[src/rtl/uart_tx_fifo_pkg.sv]
// Shared UART definitions: parity and stop-bit field encodings, transmit FSM
// states and the stop-length helper.
package uart_tx_fifo_pkg;

  localparam logic [1:0] PARITY_NONE = 2'b00;
  localparam logic [1:0] PARITY_EVEN = 2'b01;
  localparam logic [1:0] PARITY_ODD  = 2'b10;

  localparam logic [1:0] STOP_1   = 2'b00;
  localparam logic [1:0] STOP_1P5 = 2'b01;
  localparam logic [1:0] STOP_2   = 2'b10;

  typedef enum logic [2:0] {
    ST_IDLE,
    ST_START,
    ST_DATA,
    ST_PARITY,
    ST_STOP
  } txState_e;

  // Encoding 2'b11 shares the two-stop-bit length with STOP_2.
  function automatic int unsigned stopTicks(input logic [1:0] stopBits,
                                            input int unsigned sampleRate);
    case (stopBits)
      STOP_1:   stopTicks = sampleRate;
      STOP_1P5: stopTicks = (sampleRate * 3) / 2;
      default:  stopTicks = 2 * sampleRate;
    endcase
  endfunction

endpackage

[src/rtl/uart_tx_fifo_fwft.sv]
// First-word-fall-through FIFO: dout_o shows the head entry whenever empty_o is low.
// DEPTH must be a power of two so the pointers wrap on their own.
module fifo_fwft
  import uart_tx_fifo_pkg::*;
#(
  parameter int WIDTH = 8,
  parameter int DEPTH = 8
) (
  input  logic             clk,
  input  logic             rst,
  input  logic             wrEn_i,
  input  logic [WIDTH-1:0] din_i,
  input  logic             rdEn_i,
  output logic [WIDTH-1:0] dout_o,
  output logic             empty_o,
  output logic             full_o
);

  localparam int AW = $clog2(DEPTH);
  localparam logic [AW:0] FULL_COUNT = DEPTH[AW:0];

  logic [WIDTH-1:0] mem_q [DEPTH];
  logic [AW-1:0]    wrPtr_q;
  logic [AW-1:0]    rdPtr_q;
  logic [AW:0]      count_q;
  logic             doWrite;
  logic             doRead;

  assign empty_o = (count_q == '0);
  assign full_o  = (count_q == FULL_COUNT);
  assign doWrite = wrEn_i && !full_o;
  assign doRead  = rdEn_i && !empty_o;
  assign dout_o  = mem_q[rdPtr_q];

  always_ff @(posedge clk) begin
    if (doWrite) begin
      mem_q[wrPtr_q] <= din_i;
    end
  end

  always_ff @(posedge clk) begin
    if (!rst) begin
      wrPtr_q <= '0;
      rdPtr_q <= '0;
      count_q <= '0;
    end else begin
      if (doWrite) begin
        wrPtr_q <= wrPtr_q + AW'(1);
      end
      if (doRead) begin
        rdPtr_q <= rdPtr_q + AW'(1);
      end
      case ({doWrite, doRead})
        2'b10:   count_q <= count_q + (AW + 1)'(1);
        2'b01:   count_q <= count_q - (AW + 1)'(1);
        default: count_q <= count_q;
      endcase
    end
  end

endmodule

[src/rtl/uart_tx_fifo.sv]
// Buffered UART transmitter: words queue in a FWFT FIFO and are serialised
// LSB first as start, data, optional parity and stop bits.
module uart_tx_fifo
  import uart_tx_fifo_pkg::*;
#(
  parameter int WIDTH       = 8,
  parameter int FIFO_DEPTH  = 8,
  parameter int SAMPLE_RATE = 16,
  parameter int USE_PARITY  = 1
) (
  input  logic             clk,
  input  logic             rst,
  input  logic [1:0]       cfg_parity,
  input  logic [1:0]       cfg_stop_bits,
  input  logic [15:0]      cfg_clk_div,
  input  logic             tx_req,
  input  logic [WIDTH-1:0] tx_data,
  output logic             tx_ready,
  output logic             tx_busy,
  output logic             uart_tx
);

  localparam int SCW = $clog2(2 * SAMPLE_RATE);
  localparam int BCW = (WIDTH > 1) ? $clog2(WIDTH) : 1;
  localparam logic [BCW-1:0] LAST_BIT = BCW'(WIDTH - 1);

  txState_e         state_q;
  logic [15:0]      tickCnt_q;
  logic [15:0]      tickCnt_d;
  logic [SCW-1:0]   sampleCnt_q;
  logic [SCW-1:0]   lastSampleIdx;
  logic [BCW-1:0]   bitCnt_q;
  logic [WIDTH-1:0] shift_q;
  logic [WIDTH-1:0] shiftNext;
  logic             parityBit_q;
  logic             parityEn_q;
  logic [1:0]       stopCfg_q;
  logic             uartTx_q;

  logic [15:0]      clkDiv;
  logic             tick;
  logic             bitEnd;
  logic             fifoPop;
  logic             fifoEmpty;
  logic             fifoFull;
  logic [WIDTH-1:0] fifoDout;
  logic             parityEnNext;

  fifo_fwft #(
    .WIDTH(WIDTH),
    .DEPTH(FIFO_DEPTH)
  ) u_fifo (
    .clk    (clk),
    .rst    (rst),
    .wrEn_i (tx_req && tx_ready),
    .din_i  (tx_data),
    .rdEn_i (fifoPop),
    .dout_o (fifoDout),
    .empty_o(fifoEmpty),
    .full_o (fifoFull)
  );

  assign tx_ready = !fifoFull;
  assign tx_busy  = (state_q != ST_IDLE) || !fifoEmpty;
  assign uart_tx  = uartTx_q;

  // The divider is read live; >= keeps the tick regular if it shrinks mid-count.
  assign clkDiv    = (cfg_clk_div == 16'd0) ? 16'd1 : cfg_clk_div;
  assign tick      = (state_q != ST_IDLE) && (tickCnt_q >= (clkDiv - 16'd1));
  assign fifoPop   = (state_q == ST_IDLE) && !fifoEmpty;
  assign shiftNext = shift_q >> 1;
  assign bitEnd    = tick && (sampleCnt_q == lastSampleIdx);

  assign parityEnNext = (USE_PARITY != 0) &&
                        ((cfg_parity == PARITY_EVEN) || (cfg_parity == PARITY_ODD));

  always_comb begin
    lastSampleIdx = SCW'(SAMPLE_RATE - 1);
    if (state_q == ST_STOP) begin
      lastSampleIdx = SCW'(stopTicks(stopCfg_q, SAMPLE_RATE) - 1);
    end
  end

  // Held at zero in IDLE, so every START begins with a fresh tick period.
  always_comb begin
    tickCnt_d = tickCnt_q + 16'd1;
    if ((state_q == ST_IDLE) || tick) begin
      tickCnt_d = 16'd0;
    end
  end

  always_ff @(posedge clk) begin
    if (!rst) begin
      tickCnt_q <= 16'd0;
    end else begin
      tickCnt_q <= tickCnt_d;
    end
  end

  always_ff @(posedge clk) begin
    if (!rst) begin
      state_q     <= ST_IDLE;
      sampleCnt_q <= '0;
      bitCnt_q    <= '0;
      shift_q     <= '0;
      parityBit_q <= 1'b0;
      parityEn_q  <= 1'b0;
      stopCfg_q   <= STOP_1;
      uartTx_q    <= 1'b1;
    end else begin
      if (tick) begin
        sampleCnt_q <= bitEnd ? '0 : sampleCnt_q + SCW'(1);
      end
      unique case (state_q)
        ST_IDLE: begin
          uartTx_q <= 1'b1;
          if (fifoPop) begin
            shift_q     <= fifoDout;
            parityBit_q <= (^fifoDout) ^ (cfg_parity == PARITY_ODD);
            parityEn_q  <= parityEnNext;
            stopCfg_q   <= cfg_stop_bits;
            sampleCnt_q <= '0;
            bitCnt_q    <= '0;
            uartTx_q    <= 1'b0;
            state_q     <= ST_START;
          end
        end
        ST_START: begin
          if (bitEnd) begin
            uartTx_q <= shift_q[0];
            state_q  <= ST_DATA;
          end
        end
        ST_DATA: begin
          if (bitEnd) begin
            if (bitCnt_q == LAST_BIT) begin
              if (parityEn_q) begin
                uartTx_q <= parityBit_q;
                state_q  <= ST_PARITY;
              end else begin
                uartTx_q <= 1'b1;
                state_q  <= ST_STOP;
              end
            end else begin
              bitCnt_q <= bitCnt_q + BCW'(1);
              shift_q  <= shiftNext;
              uartTx_q <= shiftNext[0];
            end
          end
        end
        ST_PARITY: begin
          if (bitEnd) begin
            uartTx_q <= 1'b1;
            state_q  <= ST_STOP;
          end
        end
        ST_STOP: begin
          // A waiting word is popped from IDLE on the very next cycle.
          if (bitEnd) begin
            state_q <= ST_IDLE;
          end
        end
        default: begin
          uartTx_q <= 1'b1;
          state_q  <= ST_IDLE;
        end
      endcase
    end
  end

endmodule

[config.mk]
export PLATFORM = sky130hd
export DESIGN_NAME = uart_tx_fifo
export DESIGN_NICKNAME = d
export VERILOG_FILES = /design/src/rtl/uart_tx_fifo_pkg.sv /design/src/rtl/uart_tx_fifo_fwft.sv /design/src/rtl/uart_tx_fifo.sv
export SDC_FILE = /design/constraint.sdc
export NUM_CORES = 1
export LEC_CHECK = 0
export BUFFER_PORTS_ARGS = -buffer_cell sky130_fd_sc_hd__buf_2
export CAP_MARGIN = 0
export CORE_MARGIN = 4
export CORE_UTILIZATION = 44
export DETAILED_ROUTE_END_ITERATION = 8
export PLACE_DENSITY = 0.57
export SLEW_MARGIN = 20
export SYNTH_ARGS = -nofsm -noshare
export SYNTH_HDL_FRONTEND = slang
export SYNTH_SLANG_ARGS = --single-unit
[constraint.sdc]
create_clock -name clk -period 5.3 [get_ports clk]
set_clock_uncertainty 0.15 [all_clocks]
set_input_delay 0.265 -clock clk [delete_from_list [all_inputs] [get_ports clk]]
set_output_delay 0.265 -clock clk [all_outputs]
set_load 0.005 [all_outputs]
=== After elaboration in Yosys (flattened, before gate mapping) ===
Memory sizes are Yosys's and may differ from the RTL's. A register that Yosys moved wholly into a read port is not among the register bits.
Cells that the tools add are included.
Widths: inputs -> output; s select.

* Logic and storage cells: 105
* Bits in registers: 50
* Input bits: 31
* Memories: 1
* Output and inout port bits: 3
* RAM bits: 64

* Bitwise gates (word level): 3
* Add/sub/neg operators: 9
* Mux-type cells: 36
* Reductions and logical operators: 24
* Equal/unequal tests: 19
* Order comparisons: 1

{| class="wikitable"
|+ Memories
! memory !! words !! bits a word !! read ports !! clocked after Yosys merged registers in !! write ports !! RTL line !! text
|-
| u_fifo.mem_q || 8 || 8 || 1 || 1 || 1 || uart_tx_fifo_fwft.sv:22 || <nowiki>logic [WIDTH-1:0] mem_q [DEPTH];</nowiki>
|}

{| class="wikitable"
|+ Operators with widths
! operator !! count
|-
| $mux 3 || 12
|-
| $mux 5 || 6
|-
| $mux 8 || 3
|-
| $add 16x1->16 const B || 1
|-
| $ge 16x16->1 || 1
|-
| $logic_not 16->1 || 1
|-
| $mux 16 || 1
|-
| $pmux 8 s2 || 1
|-
| $sub 16x1->16 const B || 1
|-
| $pmux 3 s5 || 1
|-
| $ne 2x2->1 const B || 6
|-
| $pmux 5 s2 || 1
|-
| $add 3x1->3 const B || 3
|-
| $mux 1 || 8
|-
| $pmux 4 s2 || 1
|-
| $reduce_and 4->1 || 2
|-
| $reduce_xor 8->1 || 1
|-
| $eq 2x1->1 const B || 3
|-
| $eq 3x2->1 const B || 2
|-
| $eq 3x3->1 const B || 2
|-
| $logic_and 1x1->1 || 6
|-
| $pmux 3 s2 || 1
|-
| $reduce_and 6->1 || 1
|-
| $add 5x1->5 const B || 1
|-
| other kinds (20) || 26
|}

=== Longest topological paths before layout ===
* Depth after elaboration: 11
* Mapped depth: 16
* Gate-level depth less buffers: 15

=== By module ===
A second synthesis with hierarchy kept.

* Cells, all modules: 480
* Area total of the unflattened synthesis: 5789.3 um^2

{| class="wikitable"
|+ By module, submodules not included
! module !! cells an instance !! seq. area each (um^2) !! area each (um^2) !! times used
|-
| fifo_fwft || 167 || 2182.1 || 3101.7 || 1
|-
| uart_tx_fifo || 313 || 800.8 || 2687.6 || 1
|}

=== Worst setup path before layout ===
No wires, ideal clock.

* Kind: input to register
* Start point: input cfg_clk_div[8]
* End point: register bitCnt_q[0]
* Arrival: 3.644 ns
* Path slack: 1.434 ns
* Buffers on the path: 1
* Required time: 5.078 ns
* Cell stages on the path: 16
* Cell sequence: or4_1 > nor3_1 > a31oi_1 > ha_1 > nand2_1 > nor3_1 > xnor2_1 > ha_1 > a21o_1 > a221oi_1 > nor2_1 > o31ai_4 > a21oi_2 > a31oi_1 > buf_4 > mux2i_1

* Cells in the longest elaborated chain, start to end: 8

{| class="wikitable"
|+ Ends and longest elaborated chain
! item !! RTL line !! text
|-
| start, declared || uart_tx_fifo.sv:15 || <nowiki>input logic [15:0] cfg_clk_div,</nowiki>
|-
| $logic_not 16->1 || uart_tx_fifo.sv:68 || <nowiki>assign clkDiv = (cfg_clk_div == 16'd0) ? 16'd1 : cfg_clk_div;</nowiki>
|-
| $mux 16 (*) || uart_tx_fifo.sv:68 ||
|-
| $sub 16x1->16 (*) || uart_tx_fifo.sv:69 || <nowiki>assign tick = (state_q != ST_IDLE) && (tickCnt_q >= (clkDiv - 16'd1));</nowiki>
|-
| $ge 16x16->1 (*) || uart_tx_fifo.sv:69 ||
|-
| $logic_and 1x1->1 (*) || uart_tx_fifo.sv:69 ||
|-
| $logic_and 1x1->1 (*) || uart_tx_fifo.sv:72 || <nowiki>assign bitEnd = tick && (sampleCnt_q == lastSampleIdx);</nowiki>
|-
| $ne 2x2->1 (no source line) (*) || n/a ||
|-
| $reduce_and 4->1 (no source line) (*) || n/a ||
|-
| end signal, assigned || uart_tx_fifo.sv:145 || <nowiki>bitCnt_q <= bitCnt_q + BCW'(1);</nowiki>
|-
| end, declared || uart_tx_fifo.sv:32 || <nowiki>logic [BCW-1:0] bitCnt_q;</nowiki>
|}

Every way passes the cells marked *; elsewhere a longest branch is shown, timed or not.
A chain may end at the register's enable or synchronous reset.

=== Worst setup path in the final report ===
* Start point: input cfg_clk_div[8]
* End point: register tickCnt_q[3]

* Cells in the longest elaborated chain, start to end: 7

{| class="wikitable"
|+ Ends and longest elaborated chain
! item !! RTL line !! text
|-
| $logic_not 16->1 || uart_tx_fifo.sv:68 ||
|-
| $mux 16 (*) || uart_tx_fifo.sv:68 ||
|-
| $sub 16x1->16 (*) || uart_tx_fifo.sv:69 ||
|-
| $ge 16x16->1 (*) || uart_tx_fifo.sv:69 ||
|-
| $logic_and 1x1->1 (*) || uart_tx_fifo.sv:69 ||
|-
| $logic_or 1x1->1 (*) || uart_tx_fifo.sv:87 || <nowiki>if ((state_q == ST_IDLE) || tick) begin</nowiki>
|-
| $reduce_or 2->1 (no source line) (*) || n/a ||
|-
| end signal, assigned || uart_tx_fifo.sv:96 || <nowiki>tickCnt_q <= tickCnt_d;</nowiki>
|-
| end, declared || uart_tx_fifo.sv:28 || <nowiki>logic [15:0] tickCnt_q;</nowiki>
|}

Marked as above.

==> impl_metrics.toml <==
[pwr]
powerDensity_nw_per_um2 = 441
vdd_ir_drop_max_mv = 0.291
p_leak_nw = 2.46

[cts]
cts_buffers = 17
clkSinkCount = 117
clock-root-buffer = "clkbuf_16"
clkSlewWorstSetupHoldPaths_ns = 0.05
clk_latency_ns = 0.41
cts_buffer_depth = 2
cts_setup_buffers = 0
cts.htree.levels = 4
tritoncts = "done"

[die]
dieArea_um2 = 14700
pin_count = 34
row_count = 41
start_util_pct = 44.9
die_h_um = 121
coreArea_um2 = 12600
die_w_um = 121

[critical_path]
r2r_cells = 9
path_max_fanout = 16
cp_slowest_cell = "nand4_1"
end_kind = "register"
r2r_end = "u_fifo.count_q[3]$_SDFFE_PN0P_"
crit_end = "tickCnt_q[3]$_SDFF_PP0_"
reg2reg_from = "state_q[1]$_SDFFE_PN0P_"
crit_chain = "buf_2 -> or4_1 -> nor3_1 -> a31oi_1 -> ha_1 -> nand2_1 -> nor2_1 -> nand2_1 -> xor2_1 -> ha_1 -> a21o_1 -> a21o_1 -> a41oi_1 -> nand4_1 -> nor2_1"
crit_type = "in -> reg"
cp_data_required_time_ns = 5.47
startpoint_type = "input pin"
arrival_ns = 4.08
cpPeakStageDelay_ns = 0.61
crit_start = "cfg_clk_div[8]"
rrSetupSlack_ns = 1.93

[placed_design]
gp_congestion = 0.797
dpl.hpwl_mm = 7.58
dpl_worst_slack_ns = 0.957
placedInstanceArea_um2 = 6010
io_buffers = 33
placed_cells = 676

[finish]
drive_gt1_share_pct = 16.3
layout_common_cells = "edfxtp_1, dfxtp_1, nand2_1"
area.growth.synth_to_final_pct = 18.0
fin_nets = 592
antennaDiodeCount = 0
final_cell_area_um2 = 6680
layout_commonest_cell = "edfxtp_1"
fin_cells = 718

[routing]
ant_nets = 0
remaining_drc_errors = 0
routed_wl_mm = 10.8
vias = 3639
drt_iter0_drc = 179
routedWlPerCell_um = 15.1
dr.pass1.iters = 4
avgViaCountPerCell = 5.07

[timing]
whs_ns = 0.0261
final_max_slew_viol_count = 0
fmax_mhz = 256
fin_tns_setup_ns = 0
setup_ws_ns = 1.39
max-slew-margin-rel_pct = 33.2
fin_crit_ns = 3.91
worst_slew_pin_slew_ns = 0.999
hold_violations = 0
setup_viol = 0
grt_setup_unrepaired = "false"
fin_crit_sh_pct = 73.7

[logic_synthesis]
synth_edf_count = 64
synth_seq_cells = 117
synthArstFlopShare_pct = 0
synthesis.nets = 541
syn_inst = 482
ys_seq_area_share_pct = 52.7
syn-cell-area_um2 = 5660
synthFlopType = "edfxtp_1"
ys_warn_count = 0
synth_cell_type_count = 49
synth.avg_cell_area_um2 = 11.7

[worst_hold_path]
hold_path_class = "in -> reg"

[global_route]
grt_use_met2_pct = 25.5
grtUsageMet3_pct = 5.17
overflow = 0
grt_most_used_layer = "met2"
grt_pass1_vias = 3659
grt.total_usage_pct = 16.3
grt_pass1_wl_mm = 18.2
antenna_found_initial = 1
met1_usage_pct = 21.3
grt_max_degree = 43

[run_status]
status = "finished clean"

[job]
maxCapViolCount = 0
-- through the flow --
step	power, mW	utilization, %
4_1_cts	2.99	52.9
3_3_place_gp	1.87	47.7
5_1_grt	3.13	52.9
3_5_place_dp	1.89	47.7
2_1_floorplan	1.71	-
6_report	2.95	52.9
-- cells in the mapped netlist (all sizes together), types with 5 or more instances --
cell type,n,area [um^2]
a21oi,13,68.8
mux2i,24,244
clkbuf,7,26.3
nor2,40,150
and3,5,31.3
xor2,13,114
nor4,5,31.3
nor3,14,70.1
dfxtp,53,1060
ha,27,338
buf,8,53.8
xnor2,31,272
o21ai,17,85.1
nand2b,5,31.3
edfxtp,64,1920
nand3,18,90.1
and2,9,56.3
nor2b,7,43.8
a21o,7,52.6
nand2,45,169
inv,15,56.3
mux4,16,375
-- cell type report --
class | count | area (um^2)
Clock buffer | 20 | 437
Clock inverter | 12 | 130
Fill cell | 1116 | 5940
Inverter | 15 | 56.3
Multi-Input combinational cell | 335 | 2560
Sequential cell | 117 | 2980
Tap cell | 172 | 215
Timing Repair Buffer | 47 | 295
-- worst min-delay path by stage --
stage	from	to	slack [ns]	depth (start not counted)
after global placement	tickCnt_q[0]$_SDFF_PP0_	tickCnt_q[0]$_SDFF_PP0_	0.29	1
after global routing	tx_req	u_fifo.wrPtr_q[1]$_SDFFE_PN0P_	0.05	3
after floorplan	tx_data[0]	u_fifo.mem_q[0][0]$_DFFE_PP_	0.21	0
final	tx_req	u_fifo.wrPtr_q[1]$_SDFFE_PN0P_	0.03	3
after CTS	tx_req	u_fifo.wrPtr_q[1]$_SDFFE_PN0P_	0.01	3
after detailed placement	shift_q[4]$_SDFFE_PN0P_	shift_q[4]$_SDFFE_PN0P_	0.30	2
-- metal layers --
| layer | vias to the layer above | routed length (um) |
|---|---|---|
| met5 | - | 7 |
| met4 | 2 | 127 |
| met3 | 12 | 351 |
| met2 | 42 | 5110 |
| met1 | 1722 | 5220 |
| li1 | 1861 | - |
-- report_power, final --
| group | internal, mW | leakage (nW) | total, mW | switching, mW |
|---|---|---|---|---|
| sequential | 1.07 | 1.01 | 1.17 | 0.104 |
| combinational | 0.339 | 1.18 | 0.691 | 0.352 |
| clock | 0.691 | 0.275 | 1.08 | 0.392 |
-- flip-flops by register name (all words and copies together), names as in the netlist, named ones only --
name	count
parityBit_q	1
uart_tx	1
u_fifo.rdPtr_q	3
state_q	3
bitCnt_q	3
shift_q	8
parityEn_q	1
tickCnt_q	16
u_fifo.mem_q	64
sampleCnt_q	5
u_fifo.count_q	4
stopCfg_q	2
u_fifo.wrPtr_q	3
-- critical path, delay by kind of cell --
kind	cells	cell delay, ns
and+or+nand+nor	7	2.09
AOI/OAI and AO/OA	4	0.91
adders and majority gates	2	0.52
xor gates and xnor gates	1	0.16
buffers and inverters	1	0.13
-- timing repair --
item / CTS / global route
hold buffers: 10 / 0
hold endpoints to repair: 66 / 0
endpoints found under the setup margin: 0 / 0
gates resized for setup: 0 / 0
-- kinds of logic after synthesis --
logic type                 synth area share [%]
AOI/OAI and AO/OA                          6.50
xor gates and xnor gates                   6.81
muxes                                      10.9
adders and majority gates                  6.32
and+or+nand+nor                            14.4
buffers and inverters                      2.41
DFF                                        52.7
Note: power is estimated with default switching activity, not from simulation.
